File: config.mk
export PLATFORM = sky130hd
export DESIGN_NAME = lux_data_gen
export DESIGN_NICKNAME = d
export VERILOG_FILES = /design/src/rtl/lux_data_gen.sv
export SDC_FILE = /design/constraint.sdc
export NUM_CORES = 1
export LEC_CHECK = 0
export ABC_AREA = 1
export CAP_MARGIN = 30
export CORE_ASPECT_RATIO = 1.25
export CORE_UTILIZATION = 55
export CTS_BUF_LIST = sky130_fd_sc_hd__clkbuf_8
export CTS_CLUSTER_DIAMETER = 50
export DETAILED_ROUTE_END_ITERATION = 10
export DONT_BUFFER_PORTS = 1
export PLACE_DENSITY = 0.73
export SKIP_CTS_REPAIR_TIMING = 1
export SLEW_MARGIN = 25
export SYNTH_ARGS = -nofsm -noshare
export SYNTH_HDL_FRONTEND = slang
export SYNTH_SLANG_ARGS = --single-unit
export TNS_END_PERCENT = 20
File: constraint.sdc
create_clock -name sys_clk -period 5.7 [get_ports sys_clk]
set_input_delay 0.855 -clock sys_clk [delete_from_list [all_inputs] [get_ports sys_clk]]
set_output_delay 0.855 -clock sys_clk [all_outputs]
set_load 0.05 [all_outputs]
File: src/rtl/lux_data_gen.sv
// BH1750 display data generator: moving-average light samples, scale to lux with a
// bit-serial divide-by-12, saturate for the six-digit display and blank on stale input.
module lux_data_gen #(
    parameter int          AVG_LOG2 = 2,
    parameter logic [19:0] DATA_MAX = 20'd999_999,
    parameter logic [22:0] CNT_MAX  = 23'd4_999_999
) (
    input  logic        sys_clk,
    input  logic        sys_rst,
    input  logic [15:0] data_in,
    input  logic        data_in_valid,
    input  logic        hres,
    output logic        busy,
    output logic        overrun,
    output logic [19:0] data,
    output logic        data_valid,
    output logic [5:0]  point,
    output logic        seg_en,
    output logic        sign
);
    localparam int DEPTH = 1 << AVG_LOG2;
    localparam int PW    = (AVG_LOG2 > 0) ? AVG_LOG2 : 1;
    localparam int SW    = 16 + AVG_LOG2;

    typedef enum logic [2:0] {S_IDLE, S_UPDATE, S_MUL, S_DIV, S_OUT} state_t;

    state_t          r_state;
    logic [15:0]     r_sample;
    logic            r_hres;
    logic            r_primed;
    logic [PW-1:0]   r_ptr;
    logic [SW-1:0]   r_sum;
    logic [15:0]     r_buf [DEPTH];
    logic [22:0]     r_dvd;
    logic [22:0]     r_quo;
    logic [3:0]      r_rem;
    logic [4:0]      r_it;
    logic [22:0]     r_stale;
    logic            r_busy;
    logic            r_ovr;
    logic [19:0]     r_data;
    logic            r_dv;
    logic [5:0]      r_point;
    logic            r_seg_en;

    logic            w_accept;
    logic [15:0]     w_avg;
    logic [22:0]     w_prod;
    logic [4:0]      w_rem_sh;
    logic            w_ge;
    logic [3:0]      w_rem_nx;
    logic [19:0]     w_sat;
    logic            w_stale_hit;

    assign w_accept = data_in_valid & ~r_busy;
    assign w_avg    = r_sum[SW-1:AVG_LOG2];
    assign w_prod   = r_hres ? ({7'd0, w_avg} * 23'd100) : ({7'd0, w_avg} * 23'd10);

    // Restoring division step: remainder stays below 12, so 4 bits plus the shifted-in bit.
    assign w_rem_sh = {r_rem, r_dvd[22]};
    assign w_ge     = (w_rem_sh >= 5'd12);
    assign w_rem_nx = w_ge ? 4'(w_rem_sh - 5'd12) : w_rem_sh[3:0];
    assign w_sat    = (r_quo > {3'd0, DATA_MAX}) ? DATA_MAX : r_quo[19:0];

    // Timeout clears seg_en only on the edge it is reached, so a later data_valid can re-enable.
    assign w_stale_hit = ~w_accept && (r_stale == CNT_MAX - 23'd1);

    always_ff @(posedge sys_clk) begin
        if (r_state == S_UPDATE) begin
            if (!r_primed) begin
                for (int i = 0; i < DEPTH; i++) r_buf[i] <= r_sample;
            end else begin
                r_buf[r_ptr] <= r_sample;
            end
        end
    end

    always_ff @(posedge sys_clk or posedge sys_rst) begin
        if (sys_rst) begin
            r_state  <= S_IDLE;
            r_sample <= '0;
            r_hres   <= 1'b0;
            r_primed <= 1'b0;
            r_ptr    <= '0;
            r_sum    <= '0;
            r_dvd    <= '0;
            r_quo    <= '0;
            r_rem    <= '0;
            r_it     <= '0;
            r_stale  <= '0;
            r_busy   <= 1'b0;
            r_ovr    <= 1'b0;
            r_data   <= '0;
            r_dv     <= 1'b0;
            r_point  <= '0;
            r_seg_en <= 1'b0;
        end else begin
            r_dv  <= 1'b0;
            r_ovr <= data_in_valid & r_busy;

            if (w_accept)               r_stale <= '0;
            else if (r_stale != CNT_MAX) r_stale <= r_stale + 23'd1;

            if (r_state == S_OUT)  r_seg_en <= 1'b1;
            else if (w_stale_hit)  r_seg_en <= 1'b0;

            case (r_state)
                S_IDLE: begin
                    if (w_accept) begin
                        r_sample <= data_in;
                        r_hres   <= hres;
                        r_busy   <= 1'b1;
                        r_state  <= S_UPDATE;
                    end
                end
                S_UPDATE: begin
                    if (!r_primed) begin
                        r_sum    <= SW'(r_sample) << AVG_LOG2;
                        r_primed <= 1'b1;
                    end else begin
                        r_sum <= r_sum + SW'(r_sample) - SW'(r_buf[r_ptr]);
                        r_ptr <= (r_ptr == PW'(DEPTH - 1)) ? '0 : r_ptr + 1'b1;
                    end
                    r_state <= S_MUL;
                end
                S_MUL: begin
                    r_dvd   <= w_prod;
                    r_quo   <= '0;
                    r_rem   <= '0;
                    r_it    <= '0;
                    r_state <= S_DIV;
                end
                S_DIV: begin
                    r_dvd <= {r_dvd[21:0], 1'b0};
                    r_quo <= {r_quo[21:0], w_ge};
                    r_rem <= w_rem_nx;
                    r_it  <= r_it + 5'd1;
                    if (r_it == 5'd22) r_state <= S_OUT;
                end
                S_OUT: begin
                    r_data  <= w_sat;
                    r_point <= r_hres ? 6'b000_010 : 6'b000_000;
                    r_dv    <= 1'b1;
                    r_busy  <= 1'b0;
                    r_state <= S_IDLE;
                end
                default: r_state <= S_IDLE;
            endcase
        end
    end

    assign busy       = r_busy;
    assign overrun    = r_ovr;
    assign data       = r_data;
    assign data_valid = r_dv;
    assign point      = r_point;
    assign seg_en     = r_seg_en;
    assign sign       = 1'b0;
endmodule

==> flow_summary.toml, run 1 <==
[detailed_routing]
vias_per_cell = 5.55
routedWlPerCell_um = 15.4
via_count = 10500
drc = 0
drt_first_pass_iters = 5
drt_iter0_markers = 545
drt_wl_total_mm = 29.3
detail-route-antenna-nets = 0

[floorplan]
coreArea_um2 = 23000
dieArea_um2 = 24200
io-pin-count = 51
floorplan.die.width_um = 139
start_util_pct = 56.3
die_h_um = 174
fp-row-count = 62

[synthesis]
synth_warnings = 0
synth_enable_flop_cells = 64
ys_seq_area_share_pct = 42.4
synth_area_um2 = 13000
syn_inst = 1575
ys_types = 47
synthFlopType = "dfrtp_1"
ys_ff_latch = 207
syn_area_per_cell_um2 = 8.24
async_flop_share_pct = 69.1

[clock_network]
h-tree-depth = 2
cts_root_buffer = "clkbuf_8"
cts_buffer_depth = 3
cts.sinks = 207
clock_latency_ns = 0.55
cts_tree = "yes"
clk_pin_slew_ns = 0.07
cts_buffers = 35

[critical_path]
crit_type = "flip-flop to flip-flop"
timing.rr.end = "r_sum[14]"
regToRegSetupSlack_ns = 1.92
cp_max_fo = 32
end_kind = "flip-flop"
regToRegStartpoint = "r_ptr[0]"
worst-r2r-cell-count = 15
crit_path_end = "r_sum[14]"
startpoint = "r_ptr[0]"
required_ns = 6.10
cp-start-kind = "flip-flop"
cp_data_arrival_time_ns = 4.18

[layout]
layout-drive-gt1-share_pct = 5.41
seq_area_um2 = 5500
multi_input_area_um2 = 6230
diodes = 0
area_delta_synth_final_pct = 7.84
layout_common_cells = "318 x nand2_1, 282 x inv_1, 143 x dfrtp_1, 135 x nor2_1, 105 x ha_1"
layout_commonest_cell = "nand2_1"
layout.nets = 1735
nFillCells = 2003

[placement]
place.gp.congestion = 0.940
place_hpwl_mm = 21.8
post-place-ws_ns = 1.57
numPortBuffers = 0

[sta]
setup_slack_ns = 1.92
slew_headroom_pct = 44.1
max_slew.worst_pin.slew_ns = 0.833
rsz0062_at_grt = "no"
setup_viol = 0
timing.fmax_ghz = 0.265
fin_crit_sh_pct = 66.3
fin_crit_ns = 3.78
slew_violations = 0
finalSetupTns_ns = 0
finalHoldViolCount = 0
finalClockSkew_ns = 0.0400

[grt]
grt_pass1_vias = 10500
grt-ovfl-total = 0
grt_max_degree = 84
grt_pass1_wl_mm = 49.5
track_usage_pct = 25.4
antenna_found_initial = 0

[outcome]
outcome = "complete, no violations"

[flow_run]
cap_violations = 0

[min_path]
hp-class = "input pin to async pin"
==> logic make-up after synthesis <==
group / synth area share [%]
compound gates: 12.4
xor+xnor: 1.01
fa+ha+maj: 14.4
buf+inv: 9.82
flops: 42.4
mux: 0.0868
other cells: 0.0289
simple gates: 19.9
==> how the worst min path moves through the flow <==
stage	startpoint	endpoint	slack, ns	cells after the start
4_1_cts	sys_rst	r_sample[2]	0.34	1
3_5_place_dp	r_dvd[13]	r_dvd[13]	0.46	2
5_1_grt	sys_rst	r_sample[2]	0.38	1
6_report	sys_rst	r_sample[2]	0.32	1
2_1_floorplan	r_it[4]	r_it[4]	0.44	1
3_3_place_gp	r_it[4]	r_it[4]	0.45	1
==> per-layer routing <==
| metal | vias up | share of wire (%) | track usage [%] |
|---|---|---|---|
| met2 | 287 | 51 | 46.2 |
| li1 | 5189 | - | - |
| met4 | 0 | 4.3 | 12.3 |
| met5 | - | 0 | 0 |
| met1 | 4942 | 40 | 28.9 |
| met3 | 98 | 4.2 | 4.06 |
==> layout make-up <==
type | instances | share of cell area, %
multi-input combinational | 1046 | 44.5
clock inverter | 21 | 1.34
timing repair buffer | 9 | 0.563
inverter | 283 | 7.63
tap | 288 | 2.58
sequential | 207 | 39.3
clock buffer | 41 | 4.03
==> state kept, by name, summed over array words and instances, names as in the netlist <==
name        flops
r_buf          64
r_quo          23
r_stale        23
r_dvd          22
data           20
r_sum          18
r_sample       16
r_it            5
r_rem           4
r_state         3
r_ptr           2
busy            1
data_valid      1
overrun         1
point           1
r_hres          1
r_primed        1
seg_en          1
==> Yosys cell counts (5+ instances only) <==
library cell    n  area [um^2]
nand2_1       319         1200
inv_1         277         1040
dfrtp_1       143         3580
nor2_1        135          507
ha_1          105         1310
o21ai_0        96          480
nand3_1        92          460
a21oi_1        76          380
o22ai_1        67          419
edfxtp_1       64         1920
fa_1           28          561
clkbuf_1       23         86.3
nor3_1         20          100
buf_2          13         65.1
nand4_1        13         81.3
xor2_1         10         87.6
a31oi_1         8         50.1
buf_4           8         60.1
o221ai_1        8         70.1
nor4_1          7         43.8
o21bai_1        7         52.6
xnor2_1         5         43.8
==> stage by stage <==
stage	utilization [%]	instance area (um^2)	std cells	hold WS (ns)
after global routing	60.7	14000	1895	0.383
after global placement	57.4	13200	1831	0.452
final	60.7	14000	1895	0.315
after CTS	60.7	14000	1894	0.339
after detailed placement	57.4	13200	1832	0.461
after floorplan	-	13000	1580	0.441
==> worst max-delay path: stages, from the launching register on <==
cell,delay [ns]
dfrtp_1,0.54
buf_8,0.24
inv_1,0.62
o21ai_0,0.16
o22ai_1,0.26
fa_1,0.46
inv_1,0.07
ha_1,0.29
nand2_1,0.14
inv_1,0.05
nand2_1,0.06
nand2_1,0.06
a211oi_1,0.37
nand3_1,0.14
nand2_1,0.10
o21bai_1,0.06
Power of run 1 is left out: the tool's default activity adds up to more than one toggle a clock period on the data nets, which glitch-free logic cannot reach.
==> run 2: changes to the inputs <==
==> constraint.sdc (replaced) <==
create_clock -name sys_clk -period 3.6 [get_ports sys_clk]
set_input_delay 0.54 -clock sys_clk [delete_from_list [all_inputs] [get_ports sys_clk]]
set_output_delay 0.54 -clock sys_clk [all_outputs]
set_load 0.05 [all_outputs]
==> flow_summary.toml, run 2 (same netlist as run 1, synthesis figures left out) <==
[sta]
fin_crit_ns = 3.17
setup_slack_ns = 0.430
rsz0062_at_grt = "no"
finalHoldViolCount = 0
timing.fmax_ghz = 0.315
setup_viol = 0
slew_violations = 0
holdWs_ns = 0.120
finalSetupTns_ns = 0
finalClockSkew_ns = 0.0346
max_slew.worst_pin.slew_ns = 0.798
fin_crit_sh_pct = 88.0
slew_headroom_pct = 46.7

[detailed_routing]
via_count = 10500
drt_wl_total_mm = 29.7
drc = 0
detail-route-antenna-nets = 0
drt_first_pass_iters = 5
drt_iter0_markers = 486
vias_per_cell = 5.49
routedWlPerCell_um = 15.6

[floorplan]
dieArea_um2 = 24200
coreArea_um2 = 23000
floorplan.die.width_um = 139
die_h_um = 174
start_util_pct = 56.3
io-pin-count = 51
fp-row-count = 62

[clock_network]
cts.sinks = 207
clock_latency_ns = 0.55
cts_root_buffer = "clkbuf_8"
cts_buffers = 36
h-tree-depth = 2
cts_buffer_depth = 3
cts_tree = "yes"
clk_pin_slew_ns = 0.06

[layout]
area_delta_synth_final_pct = 8.68
top_register = "r_buf"
design_area_um2 = 14100
diodes = 0
seq_area_um2 = 5500
nFillCells = 2001
layout.nets = 1750
top_regs = "r_buf: 64 flops, r_quo: 23 flops, r_stale: 23 flops"
layout-drive-gt1-share_pct = 6.10
layout_commonest_cell = "nand2_1"
largest_reg_flops = 64
multi_input_area_um2 = 6230
layout_common_cells = "318 x nand2_1, 285 x inv_1, 143 x dfrtp_1, 135 x nor2_1, 105 x ha_1"

[critical_path]
end_kind = "flip-flop"
cp-start-kind = "flip-flop"
slowest_stage = "fa_1"
critPathTopFamily = "adder cells"
path_buf_inv = 2
regToRegSetupSlack_ns = 0.43
required_ns = 4.03
worstPathCellList = "ha_1 > ha_1 > inv_1 > fa_1 > inv_1 > ha_1 > nand2_1 > nor2_1 > nand3_1 > nand3_1 > nand2_1 > nand3_1 > nand3_1 > nand2_1 > nand2_1"
cp_data_arrival_time_ns = 3.60
cp_max_fo = 6
max_stage_delay_ns = 0.49
crit_type = "flip-flop to flip-flop"

[grt]
track_usage_pct = 25.6
grt_pass1_vias = 10500
grt_max_degree = 59
grt-ovfl-total = 0
grt_pass1_wl_mm = 49.8
antenna_found_initial = 0

[placement]
post-place-ws_ns = 0.417
place_hpwl_mm = 22.3
placed_cell_area_um2 = 13300
numPortBuffers = 0
place.gp.congestion = 0.958

[outcome]
outcome = "complete, no violations"

[min_path]
hp-class = "input pin to flip-flop"

[flow_run]
cap_violations = 0
run 2: cell types whose count changed in the layout (fill, tap and decap cells not counted), moves of 2 or more:
cell | previous run | this run
buf_12 | 0 | 2
buf_4 | 7 | 19
bufinv_16 | 3 | 0
clkbuf_8 | 41 | 46
clkinvlp_4 | 3 | 1
inv_1 | 282 | 285
run 2: layer usage:
metal	vias up	part of all wire, %	GRT usage [%]
met5	-	0	0
met1	4955	42	30.2
met2	235	51	46.2
met3	70	3.8	3.67
met4	0	3.6	10.7
li1	5229	-	-
run 2: worst paths after layout:
check,start,to,cells after the start
min,data_in_valid,overrun,2
max,r_sum[7],r_dvd[15],15
min reg2reg,r_dvd[16],r_dvd[16],2
min in group asynchronous,sys_rst,r_stale[16],2
max reg2reg,r_sum[7],r_dvd[15],15
max in group asynchronous,sys_rst,data[14],3
run 2: area by class of cell:
class                           count  share of cell area [%]
Clock buffer                       46                    4.49
Clock inverter                     17                   0.621
Inverter                          283                    7.56
Multi-Input combinational cell   1046                    44.2
Sequential cell                   207                    39.0
Tap cell                          288                    2.56
Timing Repair Buffer               23                    1.56
run 2: through the flow:
step                util, %  instances
CTS                    61.0       1908
global placement       57.9       1845
finish                 61.2       1910
floorplan                 -       1580
global route           61.2       1910
detailed placement     57.9       1845
run 2: worst reg2reg max path, cell delays in order, from the launching register on:
cell and delay, ns:
dfrtp_1 0.48, ha_1 0.33, ha_1 0.27, inv_1 0.05, fa_1 0.49, inv_1 0.04, ha_1 0.35, nand2_1 0.11
nor2_1 0.26, nand3_1 0.18, nand3_1 0.12, nand2_1 0.05, nand3_1 0.08, nand3_1 0.10, nand2_1 0.09, nand2_1 0.05
Power of run 2 is left out for the same reason.
==> run 3: changes to the inputs <==
--- a/config.mk
+++ b/config.mk
@@ -13,7 +13,7 @@
 export CTS_CLUSTER_DIAMETER = 50
 export DETAILED_ROUTE_END_ITERATION = 10
 export DONT_BUFFER_PORTS = 1
-export PLACE_DENSITY = 0.73
+export PLACE_DENSITY = 0.72
 export SKIP_CTS_REPAIR_TIMING = 1
 export SLEW_MARGIN = 25
 export SYNTH_ARGS = -nofsm -noshare
==> flow_summary.toml, run 3 (same netlist as run 1, synthesis figures left out) <==
[outcome]
outcome = "finished, violations left"
violations = "hold timing"

[detailed_routing]
via_count = 10400
drt_wl_total_mm = 29.0
detail-route-antenna-nets = 0
drt_iter0_markers = 496
drc = 0
vias_per_cell = 5.42
routedWlPerCell_um = 15.2
drt_first_pass_iters = 6

[layout]
layout.nets = 1748
fin_cells = 1910
top_regs = "r_buf: 64 flops, r_quo: 23 flops, r_stale: 23 flops"
area_delta_synth_final_pct = 8.22
layout_common_cells = "318 x nand2_1, 292 x inv_1, 143 x dfrtp_1, 135 x nor2_1, 105 x ha_1"
nFillCells = 2016
layout-drive-gt1-share_pct = 5.80
diodes = 0
largest_reg_flops = 64
layout_commonest_cell = "nand2_1"
top_register = "r_buf"

[clock_network]
cts_buffers = 37
cts_root_buffer = "clkbuf_8"
cts_tree = "yes"
clk_pin_slew_ns = 0.06
cts_buffer_depth = 3
clock_latency_ns = 0.55
cts.sinks = 207
h-tree-depth = 2

[sta]
setup_viol = 0
slew_headroom_pct = 45.2
timing.fmax_ghz = 0.321
fin_crit_ns = 3.12
max_slew.worst_pin.slew_ns = 0.819
finalHoldViolCount = 11
slew_violations = 0
finalClockSkew_ns = 0.0148
fin_crit_sh_pct = 86.7
holdWs_ns = -0.00581
finalSetupTns_ns = 0
rsz0062_at_grt = "no"

[critical_path]
timing.rr.end = "r_dvd[12]"
critPathTopFamily = "adder cells"
regToRegSetupSlack_ns = 0.48
crit_cells = 13
slowest_stage = "fa_1"
cp_max_fo = 7
worst-r2r-cell-count = 13
required_ns = 4.02
crit_path_end = "r_dvd[12]"
end_kind = "flip-flop"
startpoint = "r_sum[5]"
crit_type = "flip-flop to flip-flop"
worstPathCellList = "ha_1 > ha_1 > inv_1 > fa_1 > inv_1 > ha_1 > nand2_1 > nand3_1 > a21oi_1 > or2_2 > nand3_1 > nand3b_1 > nand3_1"
max_stage_delay_ns = 0.50
path_buf_inv = 2
cp_data_arrival_time_ns = 3.54
regToRegStartpoint = "r_sum[5]"
cp-start-kind = "flip-flop"

[floorplan]
floorplan.die.width_um = 139
dieArea_um2 = 24200
start_util_pct = 56.3
io-pin-count = 51
fp-row-count = 62
die_h_um = 174
coreArea_um2 = 23000

[grt]
grt_max_degree = 73
antenna_found_initial = 0
grt_pass1_wl_mm = 48.7
grt_pass1_vias = 10300
track_usage_pct = 25.0
grt-ovfl-total = 0

[placement]
place.gp.congestion = 0.953
place_inst = 1844
numPortBuffers = 0
place_hpwl_mm = 21.8

[min_path]
hp-class = "input pin to async pin"

[flow_run]
cap_violations = 0
[run 3: worst min path at each step]
stage	from	end	slack, ns
final	sys_rst	r_ptr[1]	-0.006
after CTS	sys_rst	r_ptr[1]	0.003
after global routing	sys_rst	r_sample[3]	0.03
after detailed placement	r_dvd[18]	r_dvd[18]	0.46
after global placement	r_it[4]	r_it[4]	0.45
after floorplan	r_it[4]	r_it[4]	0.44
[run 3: cell type report]
class                           count  area, um^2  share of cell area [%]
Multi-Input combinational cell   1046        6230                    44.4
Sequential cell                   207        5500                    39.2
Inverter                          283        1070                    7.59
Clock buffer                       41         564                    4.02
Tap cell                          288         360                    2.57
Timing Repair Buffer               20         163                    1.16
Clock inverter                     25         154                    1.10
[run 3: per-layer routing]
layer	up-vias	part of all wire, %	GRT usage (%)
met5	-	0	0
met4	0	4.0	12.7
met3	74	3.9	3.78
met2	224	51	44.9
met1	4850	41	28.8
li1	5212	-	-
[run 3: stage by stage]
stage               hold slack (ns)  util [%]  instance area, um^2  setup WS, ns
global placement              0.451      57.8                13300         0.531
detailed placement            0.461      57.8                13300         0.527
global route                 0.0327      60.9                14000         0.214
floorplan                     0.441         -                13000         0.740
finish                     -0.00581      60.9                14000         0.480
CTS                         0.00258      60.9                14000         0.473
Power of run 3 is left out for the same reason.
